--- src/rtl/mem_pkg.sv ---
// mem_pkg: shared types and constants for the data memory controller.
// Used by dmem_ctrl, dmem_wbuf and dmem_ctrl_if.
package mem_pkg;

    localparam int DATA_W = 32;
    localparam int ADDR_W = 32;

    localparam logic [DATA_W-1:0] TMO_DATA = 32'h0;

    typedef enum logic [1:0] {
        IDLE,
        RD_WAIT,
        WR_WAIT,
        DONE
    } memState_t;

endpackage

--- src/rtl/dmem_ctrl_if.sv ---
// dmem_ctrl_if: req/ack data bus between the controller and memory.
// master = controller side, slave = memory side.
interface dmem_ctrl_if;
    import mem_pkg::*;

    logic              BusReq;
    logic              BusWe;
    logic [ADDR_W-1:0] BusAddr;
    logic [DATA_W-1:0] BusWData;
    logic              BusAck;
    logic [DATA_W-1:0] BusRData;

    modport master (
        output BusReq, BusWe, BusAddr, BusWData,
        input  BusAck, BusRData
    );

    modport slave (
        input  BusReq, BusWe, BusAddr, BusWData,
        output BusAck, BusRData
    );

endinterface

--- src/rtl/dmem_wbuf.sv ---
// dmem_wbuf: single-entry posted write buffer (address + data).
// Only instantiated by dmem_ctrl when DMEM_WBUF_EN is defined.
module dmem_wbuf
    import mem_pkg::*;
(
    input  logic              CLK,
    input  logic              Reset,
    input  logic              push,
    input  logic              pop,
    input  logic [ADDR_W-1:0] pushAddr,
    input  logic [DATA_W-1:0] pushData,
    output logic              full,
    output logic [ADDR_W-1:0] addr,
    output logic [DATA_W-1:0] data
);

    always_ff @(posedge CLK or negedge Reset) begin
        if (!Reset) begin
            full <= 1'b0;
            addr <= '0;
            data <= '0;
        end else if (push) begin
            full <= 1'b1;
            addr <= pushAddr;
            data <= pushData;
        end else if (pop) begin
            full <= 1'b0;
        end
    end

endmodule

--- src/rtl/dmem_ctrl.sv ---
// dmem_ctrl: M-stage data memory controller running req/ack bus cycles.
// Define DMEM_WBUF_EN to add a 1-entry posted write buffer.
module dmem_ctrl
    import mem_pkg::*;
#(
    parameter int TIMEOUT = 64,
    parameter int CNT_W   = 7
) (
    input  logic              CLK,
    input  logic              Reset,
    input  logic              MemReadM,
    input  logic              MemWriteM,
    input  logic [ADDR_W-1:0] ALUOutM,
    input  logic [DATA_W-1:0] WriteDataM,
    output logic [DATA_W-1:0] ReadDataM,
    output logic              StallMem,
    output logic              AlignErr,
    output logic              BusTmo,
    dmem_ctrl_if.master       bus
);

    memState_t         state, stateNext;
    logic [CNT_W-1:0]  cnt;
    logic [DATA_W-1:0] dataQ;
    logic              reqQ, reqNext;
    logic              weQ, weNext;
    logic [ADDR_W-1:0] addrQ, addrNext;
    logic [DATA_W-1:0] wdataQ, wdataNext;
    logic [ADDR_W-1:0] wordAddr;
    logic              access, misal, waiting, tmoHit;
    logic              stall, alignErr;
    logic              capture, tmoSet, dataClr;

    assign access   = MemReadM | MemWriteM;
    assign misal    = access & (ALUOutM[1:0] != 2'b00);
    assign waiting  = (state == RD_WAIT) | (state == WR_WAIT);
    assign tmoHit   = (cnt == CNT_W'(TIMEOUT - 1));
    assign wordAddr = {ALUOutM[ADDR_W-1:2], 2'b00};

`ifdef DMEM_WBUF_EN
    logic              bufFull, bufPush, bufPop;
    logic              drainQ, drainNext;
    logic [ADDR_W-1:0] bufAddr;
    logic [DATA_W-1:0] bufData;

    dmem_wbuf uWbuf (
        .CLK      (CLK),
        .Reset    (Reset),
        .push     (bufPush),
        .pop      (bufPop),
        .pushAddr (wordAddr),
        .pushData (WriteDataM),
        .full     (bufFull),
        .addr     (bufAddr),
        .data     (bufData)
    );

    // Marks a WR_WAIT that is a background drain, not the M-stage access
    always_ff @(posedge CLK or negedge Reset) begin
        if (!Reset) drainQ <= 1'b0;
        else        drainQ <= drainNext;
    end
`endif

    always_comb begin
        stateNext = state;
        reqNext   = reqQ;
        weNext    = weQ;
        addrNext  = addrQ;
        wdataNext = wdataQ;
        stall     = 1'b0;
        alignErr  = 1'b0;
        capture   = 1'b0;
        tmoSet    = 1'b0;
        dataClr   = 1'b0;
`ifdef DMEM_WBUF_EN
        bufPush   = 1'b0;
        bufPop    = 1'b0;
        drainNext = drainQ;
`endif
        unique case (state)
            IDLE: begin
                alignErr = misal;
`ifdef DMEM_WBUF_EN
                if (bufFull) begin
                    stall     = access & ~misal;
                    reqNext   = 1'b1;
                    weNext    = 1'b1;
                    addrNext  = bufAddr;
                    wdataNext = bufData;
                    drainNext = 1'b1;
                    stateNext = WR_WAIT;
                end else if (!misal && MemWriteM) begin
                    bufPush = 1'b1;
                end else if (!misal && MemReadM) begin
                    stall     = 1'b1;
                    reqNext   = 1'b1;
                    weNext    = 1'b0;
                    addrNext  = wordAddr;
                    stateNext = RD_WAIT;
                end
`else
                if (access && !misal) begin
                    stall     = 1'b1;
                    reqNext   = 1'b1;
                    weNext    = MemWriteM;
                    addrNext  = wordAddr;
                    wdataNext = WriteDataM;
                    stateNext = MemWriteM ? WR_WAIT : RD_WAIT;
                end
`endif
            end
            RD_WAIT, WR_WAIT: begin
                stall = 1'b1;
                if (bus.BusAck || tmoHit) begin
                    reqNext   = 1'b0;
                    tmoSet    = ~bus.BusAck;
                    dataClr   = ~bus.BusAck;
                    capture   = bus.BusAck & (state == RD_WAIT);
                    stateNext = DONE;
                end
`ifdef DMEM_WBUF_EN
                // Drain completion frees the buffer and skips DONE
                if (drainQ) begin
                    stall   = access;
                    dataClr = 1'b0;
                    if (bus.BusAck || tmoHit) begin
                        bufPop    = 1'b1;
                        drainNext = 1'b0;
                        stateNext = IDLE;
                    end
                end
`endif
            end
            DONE: stateNext = IDLE;
            default: stateNext = IDLE;
        endcase
    end

    always_ff @(posedge CLK or negedge Reset) begin
        if (!Reset) begin
            state  <= IDLE;
            cnt    <= '0;
            dataQ  <= '0;
            reqQ   <= 1'b0;
            weQ    <= 1'b0;
            addrQ  <= '0;
            wdataQ <= '0;
            BusTmo <= 1'b0;
        end else begin
            state  <= stateNext;
            cnt    <= waiting ? cnt + CNT_W'(1) : '0;
            reqQ   <= reqNext;
            weQ    <= weNext;
            addrQ  <= addrNext;
            wdataQ <= wdataNext;
            if (capture)      dataQ <= bus.BusRData;
            else if (dataClr) dataQ <= TMO_DATA;
            if (tmoSet) BusTmo <= 1'b1;
        end
    end

    assign bus.BusReq   = reqQ;
    assign bus.BusWe    = weQ;
    assign bus.BusAddr  = addrQ;
    assign bus.BusWData = wdataQ;

    // Reset also masks the combinational outputs
    assign StallMem  = Reset & stall;
    assign AlignErr  = Reset & alignErr;
    assign ReadDataM = AlignErr ? '0 : dataQ;

endmodule
--- src/flat_wrapper.sv ---
// flat-port wrapper written by rule: the top's interface ports become plain ports
module dmem_ctrl_flat import mem_pkg::*;
#(
    parameter int TIMEOUT = 64,
    parameter int CNT_W   = 7
)
  (CLK, Reset, MemReadM, MemWriteM, ALUOutM, WriteDataM, ReadDataM, StallMem, AlignErr, BusTmo, bus_BusReq, bus_BusWe, bus_BusAddr, bus_BusWData, bus_BusAck, bus_BusRData);
  dmem_ctrl_if bus_i ();
  input  logic CLK;
  input  logic Reset;
  input  logic MemReadM;
  input  logic MemWriteM;
  input  logic [ADDR_W-1:0] ALUOutM;
  input  logic [DATA_W-1:0] WriteDataM;
  output logic [DATA_W-1:0] ReadDataM;
  output logic StallMem;
  output logic AlignErr;
  output logic BusTmo;
  output wire logic [$bits(bus_i.BusReq)-1:0] bus_BusReq;
  output wire logic [$bits(bus_i.BusWe)-1:0] bus_BusWe;
  output wire logic [$bits(bus_i.BusAddr)-1:0] bus_BusAddr;
  output wire logic [$bits(bus_i.BusWData)-1:0] bus_BusWData;
  input wire logic [$bits(bus_i.BusAck)-1:0] bus_BusAck;
  input wire logic [$bits(bus_i.BusRData)-1:0] bus_BusRData;
  assign bus_BusReq = bus_i.BusReq;
  assign bus_BusWe = bus_i.BusWe;
  assign bus_BusAddr = bus_i.BusAddr;
  assign bus_BusWData = bus_i.BusWData;
  assign bus_i.BusAck = bus_BusAck;
  assign bus_i.BusRData = bus_BusRData;
  dmem_ctrl #(.TIMEOUT(TIMEOUT), .CNT_W(CNT_W)) u_core (.CLK(CLK), .Reset(Reset), .MemReadM(MemReadM), .MemWriteM(MemWriteM), .ALUOutM(ALUOutM), .WriteDataM(WriteDataM), .ReadDataM(ReadDataM), .StallMem(StallMem), .AlignErr(AlignErr), .BusTmo(BusTmo), .bus(bus_i));
endmodule
--- config.mk ---
export PLATFORM = sky130hd
export DESIGN_NAME = dmem_ctrl_flat
export DESIGN_NICKNAME = d
export VERILOG_FILES = /design/src/rtl/mem_pkg.sv /design/src/rtl/dmem_ctrl_if.sv /design/src/rtl/dmem_wbuf.sv /design/src/rtl/dmem_ctrl.sv /design/src/flat_wrapper.sv
export SDC_FILE = /design/constraint.sdc
export NUM_CORES = 1
export LEC_CHECK = 0
export ABC_AREA = 1
export CORE_MARGIN = 2
export CORE_UTILIZATION = 42
export CTS_CLUSTER_SIZE = 28
export DETAILED_ROUTE_END_ITERATION = 10
export GPL_ROUTABILITY_DRIVEN = 0
export PLACE_DENSITY = 0.8
export SLEW_MARGIN = 0
export SYNTH_ARGS = -nofsm -noshare
export SYNTH_HDL_FRONTEND = slang
export SYNTH_SLANG_ARGS = --single-unit
--- constraint.sdc ---
create_clock -name CLK -period 1.65 [get_ports CLK]
set_input_delay 0.165 -clock CLK [delete_from_list [all_inputs] [get_ports CLK]]
set_output_delay 0.165 -clock CLK [all_outputs]
set_load 0.01 [all_outputs]
==> impl_metrics.ini <==
[floorplanning]
ios = 202
die-area_sq_mm = 0.0119
fp.dieH_um = 109
rows = 38
fp.dieW_um = 109
core_sq_mm = 0.0108
initial_utilization = 0.428

[timing]
setup_viol = 33
fin_crit_sh = 1.14
fin_crit_ps = 1870
finClkSkew_ps = 12.4
fmax_ghz = 0.534
rsz0062_at_grt = true
finalSetupTns_ps = -6780
relSlewSlack = 0.542
final_hold_viol_count = 0
maxSlewViolCount = 0
setup_ws_ps = -224
worst_pin_slew_ps = 688

[critical_path]
worstPathArrival_ps = 1710
worstSetupPathType = flop to primary output
end_kind = primary output
cp_max_fo = 8
crit_required_ps = 1480
critPathLaunchType = flop
setup.worst_path.start = u_core.state[1]
r2r-start = u_core.state[1]

[synth]
synthCells = 548
synth.top_cell.area_share = 0.574
ys_seq_area_frac = 0.574
synth_area_sq_mm = 0.00462
postSynthAreaPerCell_sq_um = 8.43
synth_warnings = 0
synth_area_leaders = dfrtp_1, nand2_1, inv_1
synth_cell_types = 24
ys_seq_elements = 106
yosysTopAreaCell = dfrtp_1

[drt]
viasPerCell = 4.59
wire_per_inst_um = 13.9
routed_wl_mm = 12.6
route.vias.total = 4178
drc = 0
drt_iter0_drc = 256
drtPass1Iterations = 4
detail-route-antenna-nets = 0

[power]
internal-power_mw = 7.49
p_leak_nw = 3.63
powerDensity_mw_per_mm2 = 1670
seqPwrFrac = 0.380
finalPower_mw = 11.8
ir_drop_v = 0.000864
clkPwrFrac = 0.134
power_frac_comb = 0.486
p_sw_mw = 4.30
sw_frac_of_total = 0.365

[grt]
grt_pass1_wl_mm = 19.8
gr-total-overflow = 0
grt_pass1_vias = 4210
antenna_found_initial = 0
grt_max_degree = 72
groute.usage.overall = 0.214

[clock_network]
clock-root-buffer = clkbuf_8
cts_sinks = 106
clockBufferDepth = 2
cts_buffers = 9
cts_max_level = 3
cts_tree = yes
clkSlewWorstSetupHoldPaths_ps = 110
clkLatencyLatePin_ps = 350

[final_layout]
finalInstanceArea_sq_mm = 0.00704
fillers = 895
final_nets = 871
final_util = 0.653
antenna_cells = 0
final_cell_count_no_fill = 911
final_common_cell = clkdlybuf4s50_1
drive_above_1_share = 0.130
area_delta_synth_final_pct = 52.4
layout_common_cells = clkdlybuf4s50_1, nand2_1, dfrtp_1

[status]
failed_checks = setup timing
status = complete, but fails checks

[worst_hold_path]
min_from = ALUOutM[15]
hold_path_class = primary input to flop

[placed_design]
placedCellCount = 884
placed_area_sq_mm = 0.00681
io_buffers = 199
hpwl_mm = 9.01

[run]
drv_cap = 0
power groups by stage:
stage,clock (mW),sequential (mW),combinational (mW)
floorplan,0,4.79,2.13
CTS,1.64,4.47,5.76
global route,1.73,4.61,6.30
finish,1.58,4.48,5.72
global placement,0,4.43,5.66
detailed placement,0,4.51,5.84
area by class of cell:
cell class                 count  area (sq um)  area share
clock inverter                 6          66.3     0.00941
multi-input combinational    309          1420       0.201
timing repair buffer         233          2200       0.313
inverter                     107           402      0.0570
tap                          140           175      0.0249
clock buffer                  10           128      0.0181
sequential                   106          2650       0.377
synth_stat cells:
master    instances
inv_1           104
nand2_1         146
o21ai_0          42
clkbuf_1          9
ha_1              4
inv_2             3
o211ai_1          1
nand3_4           1
nor2_2            2
nand3_2           1
a21oi_1           5
nand4_1           2
buf_4             2
nor2_1           41
dfrtp_1         106
buf_1             3
nand2_2           1
buf_2             3
buf_6            10
o21ai_1          25
nor3_4            1
conb_1            1
nor2_4            1
nand3_1          34
cells by family after synthesis:
kind of cell,Yosys count,synth area share
fa+ha+maj,4,0.0108
buf+inv,134,0.128
other cells,1,0.000811
simple gates,230,0.207
flops,106,0.574
compound gates,73,0.0796
final timing paths:
kind,to,slack (ps),depth (start not counted)
min in group asynchronous,u_core.cnt[2],390,3
min reg2reg,u_core.bus.BusAddr[30],490,2
max in group asynchronous,u_core.bus.BusWData[16],300,4
max reg2reg,u_core.dataQ[20],40,10
max,ReadDataM[14],-220,8
min,u_core.bus.BusAddr[15],340,3
registers in the layout, indices dropped and copies added, names as in the netlist:
name and count:
u_core.bus.BusAddr 30, u_core.state 2, u_core.dataQ 32, u_core.bus.BusWData 32, u_core.cnt 7, u_core.bus.BusWe 1, u_core.BusTmo 1, u_core.bus.BusReq 1
critical path: stages, from the launching register on:
cell     delay, ps
dfrtp_1        410
inv_2           80
ha_4           140
inv_2           50
nor3_4         210
buf_6          170
buf_16         130
nor2_1          40
buf_2          130
routing by layer:
layer | share of wire | vias to the layer above | GRT usage
met5 | 0 | - | 0
met4 | 0.014 | 0 | 0.0586
met2 | 0.51 | 149 | 0.387
met3 | 0.080 | 16 | 0.0544
met1 | 0.40 | 1930 | 0.251
li1 | - | 2083 | -
repair_timing:
item / in CTS / in global routing
endpoints found under the hold margin: 52 / 26
hold buffers: 1 / 2
pin swaps: 2 / 3
cloned: 3 / 0
resized for setup: 149 / 6
setup endpoints to repair: 62 / 35
buffers inserted: 6 / 3
stage by stage:
stage / setup slack (ps) / hold slack (ps)
after floorplan: 159 / -131
after global placement: -269 / 154
after detailed placement: -332 / 153
after CTS: -223 / -53.5
after global routing: -297 / 339
final: -224 / 340
Note: power is estimated with default switching activity, not from simulation.
